===== config.mk =====
export PLATFORM = sky130hd
export DESIGN_NAME = data_mem_arbiter
export DESIGN_NICKNAME = d
export VERILOG_FILES = /design/src/rtl/data_mem_arbiter.sv
export SDC_FILE = /design/constraint.sdc
export NUM_CORES = 1
export LEC_CHECK = 0
export CAP_MARGIN = 20
export CELL_PAD_IN_SITES_DETAIL_PLACEMENT = 0
export CELL_PAD_IN_SITES_GLOBAL_PLACEMENT = 1
export CORE_ASPECT_RATIO = 1.25
export CORE_MARGIN = 2
export CORE_UTILIZATION = 10
export DETAILED_ROUTE_END_ITERATION = 8
export HOLD_SLACK_MARGIN = 0.1
export PLACE_DENSITY_LB_ADDON = 0.3
export RECOVER_POWER = 25
export SLEW_MARGIN = 30
export SYNTH_ARGS = -nofsm -noshare
export SYNTH_HDL_FRONTEND = slang
export SYNTH_SLANG_ARGS = --single-unit

===== constraint.sdc =====
create_clock -name clk -period 1.5 [get_ports clk]
set_input_delay 0.375 -clock clk [delete_from_list [all_inputs] [get_ports clk]]
set_output_delay 0.375 -clock clk [all_outputs]
set_load 0.01 [all_outputs]

===== src/rtl/data_mem_arbiter.sv =====
// Core/DMA data-memory arbiter: fixed priority with DMA starvation guard, or round robin when DMEM_ARB_ROUND_ROBIN_EN is defined.
// Grant is combinational and read data returns one cycle after it; a losing requester sees core_stall=1 / dma_gnt=0 and holds.
module data_mem_arbiter #(
  parameter int DMA_MAX_WAIT = 8,
  parameter int WAIT_CNT_W   = 4
) (
  input  logic        clk,
  input  logic        rst_n,
  input  logic        core_memread,
  input  logic        core_memwrite,
  input  logic [31:0] core_addr,
  input  logic [31:0] core_wdata,
  input  logic [3:0]  core_sign_mask,
  output logic [31:0] core_rdata,
  output logic        core_stall,
  input  logic        dma_req,
  input  logic        dma_we,
  input  logic [31:0] dma_addr,
  input  logic [31:0] dma_wdata,
  output logic        dma_gnt,
  output logic        dma_rvalid,
  output logic [31:0] dma_rdata,
  output logic [31:0] mem_addr,
  output logic [31:0] mem_wdata,
  output logic        mem_memread,
  output logic        mem_memwrite,
  output logic [3:0]  mem_sign_mask,
  input  logic [31:0] mem_read_data
);

  typedef enum logic [1:0] {RD_NONE, RD_CORE, RD_DMA} rd_owner_e;
  typedef enum logic {LG_CORE, LG_DMA} last_grant_e;

  localparam logic [WAIT_CNT_W-1:0] CNT_MAX    = '1;
  localparam logic [WAIT_CNT_W-1:0] WAIT_LIMIT = WAIT_CNT_W'(DMA_MAX_WAIT);

  logic                  w_core_req;
  logic                  w_dma_win;
  logic                  w_core_win;
  rd_owner_e             r_rd_owner;
  rd_owner_e             w_rd_owner_nxt;
  last_grant_e           r_last_grant;
  last_grant_e           w_last_grant_nxt;
  logic [WAIT_CNT_W-1:0] r_wait_cnt;
  logic [WAIT_CNT_W-1:0] w_wait_cnt_nxt;

  assign w_core_req = core_memread | core_memwrite;

  // Grants are forced off while reset is asserted so no access escapes to memory.
  always_comb begin
    w_dma_win  = 1'b0;
    w_core_win = 1'b0;
    if (rst_n) begin
`ifdef DMEM_ARB_ROUND_ROBIN_EN
      w_dma_win  = dma_req & (~w_core_req | (r_last_grant == LG_CORE));
`else
      w_dma_win  = dma_req & (~w_core_req | (r_wait_cnt >= WAIT_LIMIT));
`endif
      w_core_win = w_core_req & ~w_dma_win;
    end
  end

  always_comb begin
    mem_addr      = '0;
    mem_wdata     = '0;
    mem_memread   = 1'b0;
    mem_memwrite  = 1'b0;
    mem_sign_mask = '0;
    if (w_dma_win) begin
      mem_addr      = dma_addr;
      mem_wdata     = dma_wdata;
      mem_memread   = ~dma_we;
      mem_memwrite  = dma_we;
      mem_sign_mask = 4'b0111;
    end else if (w_core_win) begin
      mem_addr      = core_addr;
      mem_wdata     = core_wdata;
      mem_memread   = core_memread;
      mem_memwrite  = core_memwrite;
      mem_sign_mask = core_sign_mask;
    end
  end

  assign dma_gnt    = w_dma_win;
  assign core_stall = rst_n & w_core_req & ~w_core_win;
  assign core_rdata = mem_read_data;
  assign dma_rvalid = (r_rd_owner == RD_DMA);
  assign dma_rdata  = dma_rvalid ? mem_read_data : '0;

  always_comb begin
    w_rd_owner_nxt   = RD_NONE;
    w_last_grant_nxt = r_last_grant;
    if (w_dma_win) begin
      w_last_grant_nxt = LG_DMA;
      if (!dma_we) w_rd_owner_nxt = RD_DMA;
    end else if (w_core_win) begin
      w_last_grant_nxt = LG_CORE;
      if (core_memread) w_rd_owner_nxt = RD_CORE;
    end
  end

`ifdef DMEM_ARB_ROUND_ROBIN_EN
  assign w_wait_cnt_nxt = '0;
`else
  always_comb begin
    w_wait_cnt_nxt = r_wait_cnt;
    if (!dma_req || w_dma_win) begin
      w_wait_cnt_nxt = '0;
    end else if (r_wait_cnt != CNT_MAX) begin
      w_wait_cnt_nxt = r_wait_cnt + WAIT_CNT_W'(1);
    end
  end
`endif

  always_ff @(posedge clk or negedge rst_n) begin
    if (!rst_n) begin
      r_rd_owner   <= RD_NONE;
      r_last_grant <= LG_DMA;
      r_wait_cnt   <= '0;
    end else begin
      r_rd_owner   <= w_rd_owner_nxt;
      r_last_grant <= w_last_grant_nxt;
      r_wait_cnt   <= w_wait_cnt_nxt;
    end
  end

endmodule


==> metrics.txt <==
outcome=complete, but fails checks; failing checks=setup timing; CP arrival=1.61 ns; Worst setup endpoint=mem_addr[6]; Hold WS=approximately 0.20 ns; Seq. cell area=approximately 150 sq um; Worst R2R Path Depth=7; final setup fails=106; VDD IR max=271 uV; met2 Usage GRT=between 20% and 30%; Finished Cell Area=5030 sq um; Placement Cell Area=4630 sq um; Synth Area per Inst=8.36 sq um; dominant synthesized flop cell=dfrtp_1; FF-to-FF End=r_wait_cnt[1]; n_diodes=0; Req. time, crit path=1.12 ns; worst r2r src=r_wait_cnt[3]; GR Util met3=between 3 and 4%; Longest Clk Path Bufs=2; Fillers=roughly 1600; Remaining Overflow, GRT=0; remaining antenna violation count=0; # port buffers=306; Post-layout nets=666; Syn Nets=approximately 360; first-pass GRT wire length=15100 um; Synth-to-Final Area Change=227%; number of flops mapped to enable cells by yosys=0; Multi-input gate area=between 1000 and 1500 sq um; H-tree depth=1; met1 usage=11.3%; register area share after synthesis=9.76%; Root Buffer=clkbuf_16; Placer Congestion=between 0.7 and 0.8; hpwl dp=8770 um; Synth cell types=25; post-layout min period=1.98 ns; Worst slew margin=between 70% and 80%; IO Pins=between 300 and 400; worst hold-check path type=in -> async; Hold Fails Final Rpt=0; die area=16400 sq um; R2R Setup Slk=-0.02 ns; RSZ-0062 raised after global routing=yes; DR vias/cell=3.99; Mapped Area=between 1500 and 2000 sq um; max-slew violation count=0; Fmax achieved=504 MHz; number of CTS-inserted buffers=3; pwr dens=between 300 and 400 nW/um^2; Startpoint Class=flop; initial core utilization=10.2%; CTS tree=yes; TritonCTS Sinks=6; Slew @ Worst Pin=0.317 ns; CP Capture Type=primary output; Post-synth ARST share=100%; final cycle utilization of the critical path=132%; vias in the first global route=between 2000 and 3000; drt wl/cell=between 15 and 20 um; TritonRoute pass-1 iters=4; Via Count=2689; drt total wl=11400 um; Mapped Cells=approximately 180; Crit Path Class=reg -> out; Setup crit start=r_wait_cnt[3]; grt peak-use layer=met2; die height=roughly 140 um; Leak=2.40 nW; DRC viols=0; Die X=115 um; largest net degree at the start of global routing=32; #FFs+latches synth=6; NetSw=roughly 0.52 mW; proportion of layout cells with a drive suffix above 1=45.1%; clock skew=around 0.00084 ns; Clock Power Share=24.8%; crit-path max FO=5; combinational share of power=65.3%; max cap viols=0; Seq pwr share=9.9%; core footprint=15000 sq um; CTS clk-pin slew, worst paths=0.04 ns; Worst-Skew Late Latency=around 0.23 ns; Int Power=approximately 1.3 mW; Iter 0 DRT Violations=72; Cell Rows=50; initial antenna violation count=0; gr usage total=12.3%; PnR worst setup slack=-0.483 ns; Sw Ratio=28.8%; yosys warns=0
==> final cells by class <==
cell class	instances	share of cell area, %
inverter	3	0.224
clock buffer	3	1.49
tap	182	4.52
timing repair buffer	356	68.1
sequential	6	3.01
multi-input combinational	124	22.7
==> power groups by stage <==
stage,clock network [mW],registers (mW),logic [mW]
floorplan,0,0.178,0.370
global placement,0,0.180,1.17
detailed placement,0,0.180,1.18
CTS,0.455,0.179,1.19
global route,0.467,0.181,1.27
finish,0.452,0.180,1.19
==> critical path, cell delays in order, from the launching register on <==
cell and delay (ns):
dfrtp_2 0.41, buf_6 0.13, a21boi_4 0.20, buf_6 0.15, buf_12 0.11, clkbuf_16 0.13
a22o_1 0.13, buf_6 0.11
==> sequential cells by signal (all words and copies together), names as in the netlist <==
register and cells:
r_wait_cnt 4, r_rd_owner 2
==> worst min path at each step <==
| stage | startpoint | to | slack, ns | cells after the start |
|---|---|---|---|---|
| after global placement | r_wait_cnt[2] | r_wait_cnt[2] | 0.63 | 1 |
| after CTS | rst_n | r_wait_cnt[2] | 0.10 | 2 |
| final | rst_n | r_wait_cnt[2] | 0.20 | 2 |
| after floorplan | rst_n | r_rd_owner[0] | 0.08 | 0 |
| after global routing | rst_n | r_wait_cnt[2] | 0.21 | 2 |
| after detailed placement | r_wait_cnt[2] | r_wait_cnt[2] | 0.64 | 1 |
==> kinds of logic (layout without fill, tap and decap cells) <==
| group | Yosys count | after routing | share of synthesized area, % |
|---|---|---|---|
| adder cells (fa/ha/maj) | 2 | 2 | 1.63 |
| buffers and inverters | 54 | 362 | 26.0 |
| XOR/XNOR | 1 | 1 | 0.570 |
| multiplexers | 1 | 1 | 0.732 |
| AO/OA/AOI/OAI | 76 | 76 | 43.3 |
| flip-flops | 6 | 6 | 9.76 |
| AND/OR/NAND/NOR | 44 | 44 | 18.0 |
==> cells in the final DEF, fill, tap and decap left out, types with 2 or more instances in the layout <==
master	synthesis	layout
clkdlybuf4s15_2	0	3
dfrtp_1	6	5
buf_8	0	2
and2_1	35	4
buf_2	5	58
buf_16	0	2
ha_1	2	2
and2_4	0	31
clkdlybuf4s50_1	0	162
a22o_1	66	63
buf_4	35	12
clkdlybuf4s15_1	0	13
inv_1	3	3
a21o_1	3	3
and3_1	4	2
clkbuf_1	3	2
buf_12	0	11
and3_4	0	2
clkbuf_2	0	13
a22o_4	0	3
dlygate4sd2_1	0	3
clkbuf_16	0	4
buf_6	8	73
==> cell usage after synthesis, types with 2 or more instances <==
| cell type | n | share of area, % |
|---|---|---|
| a22o_1 | 66 | 38 |
| buf_4 | 35 | 17 |
| inv_1 | 3 | 0.73 |
| clkbuf_1 | 3 | 0.73 |
| dfrtp_1 | 6 | 9.8 |
| and2_1 | 35 | 14 |
| buf_2 | 5 | 1.6 |
| buf_6 | 8 | 5.9 |
| and3_1 | 4 | 1.6 |
| a21o_1 | 3 | 1.5 |
| ha_1 | 2 | 1.6 |
==> repair_timing <==
action | 4_1_cts | 5_1_grt
pin swaps | 15 | 26
setup buffers | 22 | 13
endpoints found under the setup margin | 139 | 128
endpoints found under the hold margin | 0 | 0
gates resized for setup | 550 | 110
gates cloned | 8 | 1
hold buffers | 0 | 0
==> through the flow <==
stage | worst slack [ns] | TNS (ns) | cells | total power [mW] | utilization (%)
finish | -0.483 | -34.14 | 674 | 1.82 | 33.5
global route | -0.534 | -39.56 | 674 | 1.92 | 33.5
CTS | -0.485 | -37.96 | 671 | 1.82 | 32.6
detailed placement | -1.26 | -109.39 | 639 | 1.36 | 30.8
global placement | -1.24 | -107.71 | 639 | 1.35 | 30.8
floorplan | -0.0631 | -3.74 | 184 | 0.548 | -
==> metal layers <==
| metal | share of wire (%) | up-vias |
|---|---|---|
| met5 | 0 | - |
| met4 | 1.9 | 0 |
| met3 | 11 | 10 |
| met2 | 56 | 212 |
| met1 | 31 | 1193 |
| li1 | - | 1274 |
Note: power is estimated with default switching activity, not from simulation.
